$ cat config.mk
export PLATFORM = sky130hd
export DESIGN_NAME = fsm_sequencer_flat
export DESIGN_NICKNAME = d
export VERILOG_FILES = /design/src/rtl/fsm_sequencer_pkg.sv /design/src/rtl/fsm_sequencer_if.sv /design/src/rtl/fsm_sequencer_literal_mux.sv /design/src/rtl/fsm_sequencer.sv /design/src/flat_wrapper.sv
export SDC_FILE = /design/constraint.sdc
export NUM_CORES = 1
export LEC_CHECK = 0
export ABC_AREA = 1
export BUFFER_PORTS_ARGS = -buffer_cell sky130_fd_sc_hd__buf_2
export CORE_ASPECT_RATIO = 2
export CORE_UTILIZATION = 60
export CTS_BUF_LIST = sky130_fd_sc_hd__clkbuf_8
export CTS_CLUSTER_SIZE = 14
export DETAILED_ROUTE_END_ITERATION = 10
export PLACE_DENSITY = 0.87
export SYNTH_ARGS = -nofsm -noshare
export SYNTH_HDL_FRONTEND = slang
export SYNTH_SLANG_ARGS = --single-unit
$ cat constraint.sdc
create_clock -name clk -period 4.21 [get_ports clk]
set_input_delay 0.842 -clock clk [delete_from_list [all_inputs] [get_ports clk]]
set_output_delay 0.842 -clock clk [all_outputs]
set_load 0.03 [all_outputs]
$ cat src/rtl/fsm_sequencer_pkg.sv
// Shared types and constants for the programmable state-machine sequencer.
// Holds the controller state encoding and the config-slot geometry helpers.
package fsm_sequencer_pkg;

  typedef enum logic [1:0] {
    CTRL_IDLE = 2'd0,
    CTRL_LOAD = 2'd1,
    CTRL_RUN  = 2'd2
  } ctrl_t;

  localparam int SLOTS_PER_UNIT = 6;

  // Constant select codes sit just above the state and ext_in ranges.
  localparam int SEL_CONST0_OFS = 0;
  localparam int SEL_CONST1_OFS = 1;

  function automatic int slot_w(input int sel_w);
    return sel_w + 1;
  endfunction

endpackage

$ cat src/rtl/fsm_sequencer_if.sv
// Serial configuration port of fsm_sequencer: load handshake plus readback.
interface fsm_sequencer_if;
  logic cfg_start;
  logic cfg_bit;
  logic cfg_valid;
  logic cfg_ready;
  logic cfg_done;
  logic cfg_dout;

  modport master (
    output cfg_start, cfg_bit, cfg_valid,
    input  cfg_ready, cfg_done, cfg_dout
  );

  modport slave (
    input  cfg_start, cfg_bit, cfg_valid,
    output cfg_ready, cfg_done, cfg_dout
  );
endinterface

$ cat src/rtl/fsm_sequencer_literal_mux.sv
// One configurable literal: selects a state bit, ext input or constant,
// then optionally inverts it.
module literal_mux
  import fsm_sequencer_pkg::*;
#(
  parameter int N_STATE = 4,
  parameter int N_IN    = 4,
  parameter int SEL_W   = 4
) (
  input  logic [SEL_W:0]     slot,
  input  logic [N_STATE-1:0] state,
  input  logic [N_IN-1:0]    ext,
  output logic               lit
);

  logic [SEL_W-1:0] sel;
  logic             inv;
  int unsigned      sel_i;
  logic             raw;

  assign sel = slot[SEL_W-1:0];
  assign inv = slot[SEL_W];

  // Codes above the const0 code all decode to const1.
  always_comb begin
    sel_i = 32'(sel);
    raw   = 1'b1;
    if (sel_i == N_STATE + N_IN + SEL_CONST0_OFS) raw = 1'b0;
    for (int unsigned i = 0; i < N_STATE; i++) begin
      if (sel_i == i) raw = state[i];
    end
    for (int unsigned j = 0; j < N_IN; j++) begin
      if (sel_i == N_STATE + j) raw = ext[j];
    end
    lit = raw ^ inv;
  end

endmodule

$ cat src/rtl/fsm_sequencer.sv
// Programmable state-machine engine: serially loaded SOP config, one unit per state bit.
// Optional build macro FSM_SEQUENCER_READBACK_EN enables serial config readback on cfg_dout.
module fsm_sequencer
  import fsm_sequencer_pkg::*;
#(
  parameter int N_STATE = 4,
  parameter int N_IN    = 4,
  parameter int SEL_W   = 4
) (
  input  logic                clk,
  input  logic                reset,
  fsm_sequencer_if.slave      cfg,
  input  logic                run_en,
  input  logic [N_IN-1:0]     ext_in,
  output logic [N_STATE-1:0]  state_out,
  output logic                running
);

  localparam int SLOT_W   = slot_w(SEL_W);
  localparam int UNIT_W   = SLOTS_PER_UNIT * SLOT_W;
  localparam int CFG_BITS = N_STATE * UNIT_W;
  localparam int CNT_W    = $clog2(CFG_BITS + 1);

  if ((1 << SEL_W) < N_STATE + N_IN + 2) begin : g_sel_w_check
    $error("SEL_W too small for N_STATE+N_IN+2 select codes");
  end

  ctrl_t                            ctrl, ctrl_nxt;
  logic [CFG_BITS-1:0]              cfg_q;
  logic [CNT_W-1:0]                 cnt;
  logic                             done_q;
  logic                             accept, last, step;
  logic [N_STATE*SLOTS_PER_UNIT-1:0] lits;
  logic [N_STATE-1:0]               next_state;

  // cfg_start outranks everything, so a bit offered alongside it is dropped.
  assign accept = (ctrl == CTRL_LOAD) && cfg.cfg_valid && !cfg.cfg_start;
  assign last   = accept && (cnt == CNT_W'(CFG_BITS - 1));
  assign step   = (ctrl == CTRL_RUN) && run_en && !cfg.cfg_start;

  always_ff @(posedge clk) begin
    if (reset) ctrl <= CTRL_IDLE;
    else       ctrl <= ctrl_nxt;
  end

  always_comb begin
    ctrl_nxt = ctrl;
    unique case (ctrl)
      CTRL_IDLE: begin
        if (cfg.cfg_start)          ctrl_nxt = CTRL_LOAD;
        else if (run_en && done_q)  ctrl_nxt = CTRL_RUN;
      end
      CTRL_LOAD: begin
        if (cfg.cfg_start) ctrl_nxt = CTRL_LOAD;
        else if (last)     ctrl_nxt = CTRL_IDLE;
      end
      CTRL_RUN: begin
        if (cfg.cfg_start) ctrl_nxt = CTRL_LOAD;
        else if (!run_en)  ctrl_nxt = CTRL_IDLE;
      end
      default: ctrl_nxt = CTRL_IDLE;
    endcase
  end

  always_comb begin
    cfg.cfg_ready = (ctrl == CTRL_LOAD);
    running       = (ctrl == CTRL_RUN);
  end

  assign cfg.cfg_done = done_q;

  always_ff @(posedge clk) begin
    if (reset) begin
      cfg_q  <= '0;
      cnt    <= '0;
      done_q <= 1'b0;
    end else if (cfg.cfg_start) begin
      cnt    <= '0;
      done_q <= 1'b0;
    end else if (accept) begin
      cfg_q <= {cfg_q[CFG_BITS-2:0], cfg.cfg_bit};
      cnt   <= last ? '0 : cnt + CNT_W'(1);
      if (last) done_q <= 1'b1;
    end
  end

`ifdef FSM_SEQUENCER_READBACK_EN
  logic dout_q;

  // Captures the MSB before the shift, so a reload streams out the prior image.
  always_ff @(posedge clk) begin
    if (reset)       dout_q <= 1'b0;
    else if (accept) dout_q <= cfg_q[CFG_BITS-1];
  end

  assign cfg.cfg_dout = dout_q;
`else
  assign cfg.cfg_dout = 1'b0;
`endif

  always_ff @(posedge clk) begin
    if (reset)     state_out <= '0;
    else if (step) state_out <= next_state;
  end

  for (genvar u = 0; u < N_STATE; u++) begin : g_unit
    localparam int B = u * SLOTS_PER_UNIT;
    for (genvar k = 0; k < SLOTS_PER_UNIT; k++) begin : g_slot
      literal_mux #(
        .N_STATE (N_STATE),
        .N_IN    (N_IN),
        .SEL_W   (SEL_W)
      ) u_mux (
        .slot  (cfg_q[u*UNIT_W + k*SLOT_W +: SLOT_W]),
        .state (state_out),
        .ext   (ext_in),
        .lit   (lits[B + k])
      );
    end
    assign next_state[u] = (lits[B]   & lits[B+1]) |
                           (lits[B+2] & lits[B+3]) |
                           (lits[B+4] & lits[B+5]);
  end

endmodule

$ cat src/flat_wrapper.sv
// flat-port wrapper written by rule: the top's interface ports become plain ports
module fsm_sequencer_flat import fsm_sequencer_pkg::*;
#(
  parameter int N_STATE = 4,
  parameter int N_IN    = 4,
  parameter int SEL_W   = 4
)
  (clk, reset, run_en, ext_in, state_out, running, cfg_cfg_start, cfg_cfg_bit, cfg_cfg_valid, cfg_cfg_ready, cfg_cfg_done, cfg_cfg_dout);
  fsm_sequencer_if cfg_i ();
  input  logic clk;
  input  logic reset;
  input  logic run_en;
  input  logic [N_IN-1:0] ext_in;
  output logic [N_STATE-1:0] state_out;
  output logic running;
  input wire logic [$bits(cfg_i.cfg_start)-1:0] cfg_cfg_start;
  input wire logic [$bits(cfg_i.cfg_bit)-1:0] cfg_cfg_bit;
  input wire logic [$bits(cfg_i.cfg_valid)-1:0] cfg_cfg_valid;
  output wire logic [$bits(cfg_i.cfg_ready)-1:0] cfg_cfg_ready;
  output wire logic [$bits(cfg_i.cfg_done)-1:0] cfg_cfg_done;
  output wire logic [$bits(cfg_i.cfg_dout)-1:0] cfg_cfg_dout;
  assign cfg_i.cfg_start = cfg_cfg_start;
  assign cfg_i.cfg_bit = cfg_cfg_bit;
  assign cfg_i.cfg_valid = cfg_cfg_valid;
  assign cfg_cfg_ready = cfg_i.cfg_ready;
  assign cfg_cfg_done = cfg_i.cfg_done;
  assign cfg_cfg_dout = cfg_i.cfg_dout;
  fsm_sequencer #(.N_STATE(N_STATE), .N_IN(N_IN), .SEL_W(SEL_W)) u_core (.clk(clk), .reset(reset), .cfg(cfg_i), .run_en(run_en), .ext_in(ext_in), .state_out(state_out), .running(running));
endmodule
# ---- Word-level counts from Yosys, hierarchy flattened
# Index checks and enable logic that the tools add are counted.
dict set report totals {
  regBits 134
  inputBits 10
  elab_cells 509
}
dict set report op_classes {
  n_addsub 1
  n_eq_ne 198
  n_mux 224
  bitwise_logic 45
  reduce_logical 36
}
# op count
set op_table {}
lappend op_table {{4-bit by 3-bit equality test with 1-bit output (second input constant)} 96}
lappend op_table {{1-bit 2-to-1 mux} 216}
lappend op_table {{4-bit by 2-bit equality test with 1-bit output (second input constant)} 48}
lappend op_table {{4-bit by 1-bit equality test with 1-bit output (second input constant)} 24}
lappend op_table {{4-bit equality test (second input constant)} 24}
lappend op_table {{4-bit zero test} 24}
lappend op_table {{1-bit bitwise XOR} 24}
lappend op_table {{1-bit bitwise AND} 12}
lappend op_table {{2-bit 2-to-1 mux} 6}
lappend op_table {{3-bit by 2-bit inequality test with 1-bit output (second input constant)} 3}
lappend op_table {{1-bit bitwise OR} 8}
lappend op_table {{7-bit by 1-bit adder with 7-bit output (second input constant)} 1}
lappend op_table {{7-bit equality test (second input constant)} 1}
lappend op_table {{7-bit 2-to-1 mux} 1}
lappend op_table {{1-bit logical AND} 6}
lappend op_table {{2-bit case mux with 3 select lines} 1}
lappend op_table {{2-bit AND reduction} 2}
lappend op_table {{3-bit AND reduction} 1}
lappend op_table {{2-bit by 1-bit equality test with 1-bit output (second input constant)} 1}
lappend op_table {{2-bit equality test (second input constant)} 1}
lappend op_table {{2-bit zero test} 1}
lappend op_table {{2-bit OR reduction} 1}
lappend op_table {{1-bit zero test} 1}
lappend op_table {{1-bit inverter} 1}

# ---- Logic depth before layout (Yosys ltp)
dict set report depth {
  ltp_word 14
  mapped_depth 13
  ltp_nobuf 13
}

# ---- Modules after synthesis
# A second synthesis with hierarchy kept.
dict set report hier_totals {
  cells_unflattened 1328
  area_unflattened_um2 8035.2
}
# module n_inst cells_each area_per_inst_um2 seq_area_each_um2
set by_module_without_submodules {}
lappend by_module_without_submodules {fsm_sequencer 1 632 4852.2 2682.6}
lappend by_module_without_submodules {literal_mux 24 29 132.6 0.0}

# ---- Worst setup path before layout
# No wires, ideal clock.
dict set report synth_timing {
  path_type {input -> register}
  startpoint {input ext_in[0]}
  endpoint {register u_core.state_out[1]}
  setup_ns 0.117
  arrival_ns 1.684
  required_time_ns 4.093
  path_slack_ns 2.409
  stages 11
  cell_sequence {inv_2 buf_2 nand3_1 nand3_2 nand3b_2 nand3b_1 nand2_1 nand2_1 nand2_1 nor2_1 nor2_1}
}
dict set report synth_between {
  elab_chain_len 8
  word_cells_on_any_way 35
  cone_classes {24 x mux; 11 x bitwise}
}
# item line
set synth_rtl {}
lappend synth_rtl {{start, declared} flat_wrapper.sv:13} ;# input logic [N_IN-1:0] ext_in;
lappend synth_rtl {{1-bit 2-to-1 mux (4 in series)} fsm_sequencer_literal_mux.sv:33} ;# if (sel_i == N_STATE + j) raw = ext[j];
lappend synth_rtl {{1-bit bitwise XOR} fsm_sequencer_literal_mux.sv:35} ;# lit = raw ^ inv;
lappend synth_rtl {{1-bit bitwise AND (on tied branches)} {fsm_sequencer.sv:120, fsm_sequencer.sv:121}}
lappend synth_rtl {{1-bit bitwise OR} fsm_sequencer.sv:120} ;# assign next_state[u] = (lits[B] & lits[B+1]) |
lappend synth_rtl {{1-bit bitwise OR (*)} fsm_sequencer.sv:121} ;# (lits[B+2] & lits[B+3]) |
lappend synth_rtl {{end signal, assigned} fsm_sequencer.sv:103} ;# else if (step) state_out <= next_state;
lappend synth_rtl {{end, declared} fsm_sequencer.sv:15} ;# output logic [N_STATE-1:0] state_out,
# Mark *: on every way between the ends. The rest lies on a longest branch, timed or not.
# A chain may end at the register's enable or synchronous reset.

# ---- Worst setup path in the final report
dict set report layout_timing {
  startpoint {register u_core.state_out[3]}
  endpoint {output state_out[3]}
}
# item line
set layout_rtl {}
lappend layout_rtl {{end, declared} flat_wrapper.sv:14} ;# output logic [N_STATE-1:0] state_out;
# No word-level cell between the ends.

==> results.toml <==
[timing]
post-route-period-util_pct = 61.94
hold_viol = 0
clock_skew_ps = 12.30
maxSlewViolCount = 0
slew-limit-headroom_pct = 21.83
fin_ws_ps = 1602
fin_crit_ps = 2608
tightest_slew_ps = 1171
rsz0062_at_grt = "no"
setup_violations = 0
fmax_mhz = 383.5
tns_ps = 0

[logic_synthesis]
ys_ff_latch = 134
seq_area_frac_synth_pct = 37.20
ys_types = 23
synth_cells = 1069
synthesis.area_mm2 = 0.007211
avgSynthCellArea_um2 = 6.745
synth_fp_nets = 1084
synth_warnings = 0

[placement]
gp_congestion = 0.8463
dp_slack_ps = 1637
dp_hpwl_mm = 10.76
io_buffers = 16
placed_cells = 1177

[worst_setup_path]
worstPathCellList = "buf_2"
start_kind = "flop"
crit_slowest_cell = "dfxtp_1"
crit_path_max_incr_delay_ps = 970
cp_num_buf_inv = 1
required_ps = 3370
crit_family = "flip-flops"
worstSetupEndpointType = "output pin"
cp_max_fo = 20
crit_type = "reg2out"
cp_data_arrival_time_ps = 1770

[die]
die-area_mm2 = 0.01249
start_util_pct = 61.62
dieWidth_um = 79.52
ioPinCount = 18
die_h_um = 157.0
coreArea_mm2 = 0.01170
num_rows = 56

[routing]
wl_per_cell_um = 14.59
first_iter_violations = 634
vias = 7232
drc_errors = 0
viasPerCell = 5.982
firstDrtPassIters = 5
drt-total-wl_mm = 17.64
ant_nets = 0

[cells_and_area]
layout-drive-gt1-share_pct = 7.895
fin_cells = 1209
nets = 1066
layout_commonest_cell = "nand2_1"
n_fill_cell = 1022
final_cell_mix = "nand2_1 (236), nand3_1 (164), dfxtp_1 (134)"
antenna_cells = 0
area_growth_pct = 6.299

[clock_network]
cts_resized = 0
cts.clk_slew.worst_paths_ps = 80
post_cts_buffers = 0
clockBufferDepth = 2
htreeDepth = 4
cts_root_buf = "clkbuf_8"
cts_buffers = 17
ctsHoldBuffers = 0
cts_sinks = 134
insertion_delay_ps = 450
cts_tree = "yes"

[power]
p_leak_uw = 0.002885
ir_worst_vdd_uv = 322.7
cellPowerDensity_mw_per_mm2 = 393.5

[global_route]
grt_max_degree = 128
antenna_found_initial = 0
grt_pass1_vias = 6763
grt_usage_pct = 29.37
grt_pass1_wl_mm = 29.23
grt-ovfl-total = 0

[status]
status = "completed"

[flow_run]
max_cap_violations = 0

[worst_hold_path]
hp-class = "reg2reg"
## registers in the layout (all words and copies together), names as in the netlist
name,flops
u_core.cnt,7
u_core.ctrl,2
u_core.cfg_q,120
u_core.cfg.cfg_done,1
u_core.state_out,4
## cell usage after synthesis (all sizes together)
| cell | count | area, um^2 |
|---|---|---|
| a211oi | 1 | 7.510 |
| a21oi | 121 | 605.6 |
| buf | 27 | 202.7 |
| clkbuf | 32 | 120.1 |
| conb | 1 | 3.750 |
| dfxtp | 134 | 2683 |
| ha | 5 | 62.56 |
| inv | 122 | 457.9 |
| nand2 | 236 | 885.9 |
| nand3 | 185 | 1031 |
| nand3b | 19 | 161.4 |
| nand4 | 1 | 6.260 |
| nor2 | 28 | 105.1 |
| nor3 | 2 | 10.01 |
| o2111ai | 24 | 210.2 |
| o21ai | 130 | 650.6 |
| o31ai | 1 | 7.510 |
## routing by layer
layer / vias to the layer above / part of all wire, % / GRT usage, %
li1: 3565 / - / -
met1: 3357 / 40 / 30.80
met2: 250 / 51 / 51.97
met3: 60 / 5.5 / 6.435
met4: 0 / 3.7 / 18.01
met5: - / 0 / 0
## cell type report
type                            count  area [um^2]  area share (%)
Clock inverter                     12        175.2           2.285
Clock buffer                       20        275.3           3.591
Timing Repair Buffer               22        137.6           1.796
Inverter                          122        457.9           5.975
Tap cell                          145        181.4           2.367
Sequential cell                   134         2683           35.00
Multi-Input combinational cell    754         3755           48.99
## power by group
group / switching (uW) / internal [uW]
clock network: 516 / 691
logic: 270 / 150
registers: 62.8 / 1330
total: 849 / 2170
## through the flow
stage               utilization (%)  area, um^2  hold slack, ps  total power, uW
finish                        65.50        7665           468.5             3016
global route                  65.50        7665           495.1             3149
CTS                           65.50        7665           476.1             3021
detailed placement            61.66        7214           458.1             1829
global placement              61.66        7214           448.6             1818
floorplan                         -        7211           422.1             1742
## worst paths after layout
| kind | from | end | slack, ps | cells after the start |
|---|---|---|---|---|
| hold / removal | u_core.cfg_q[119] | u_core.cfg_q[119] | 470 | 2 |
| hold reg to reg | u_core.cfg_q[119] | u_core.cfg_q[119] | 470 | 2 |
| setup / recovery | u_core.state_out[3] | state_out[3] | 1600 | 1 |
| setup reg to reg | u_core.ctrl[1] | u_core.cfg_q[80] | 1840 | 6 |
## tightest hold or removal path, cell delays in order, from the launching register on
cell     delay [ps]
dfxtp_1         310
inv_1            60
a21oi_1          50
## logic make-up (layout without fill, tap and decap cells)
group / count (synthesis) / after routing / share of synthesized area (%)
AOI/OAI and AO/OA: 277 / 277 / 20.54
adders and majority gates: 5 / 5 / 0.8676
buffers and inverters: 181 / 176 / 10.83
DFF: 134 / 134 / 37.20
other: 1 / 1 / 0.05201
and+or+nand+nor: 471 / 471 / 30.50
Power figures use the tool's default switching activity.
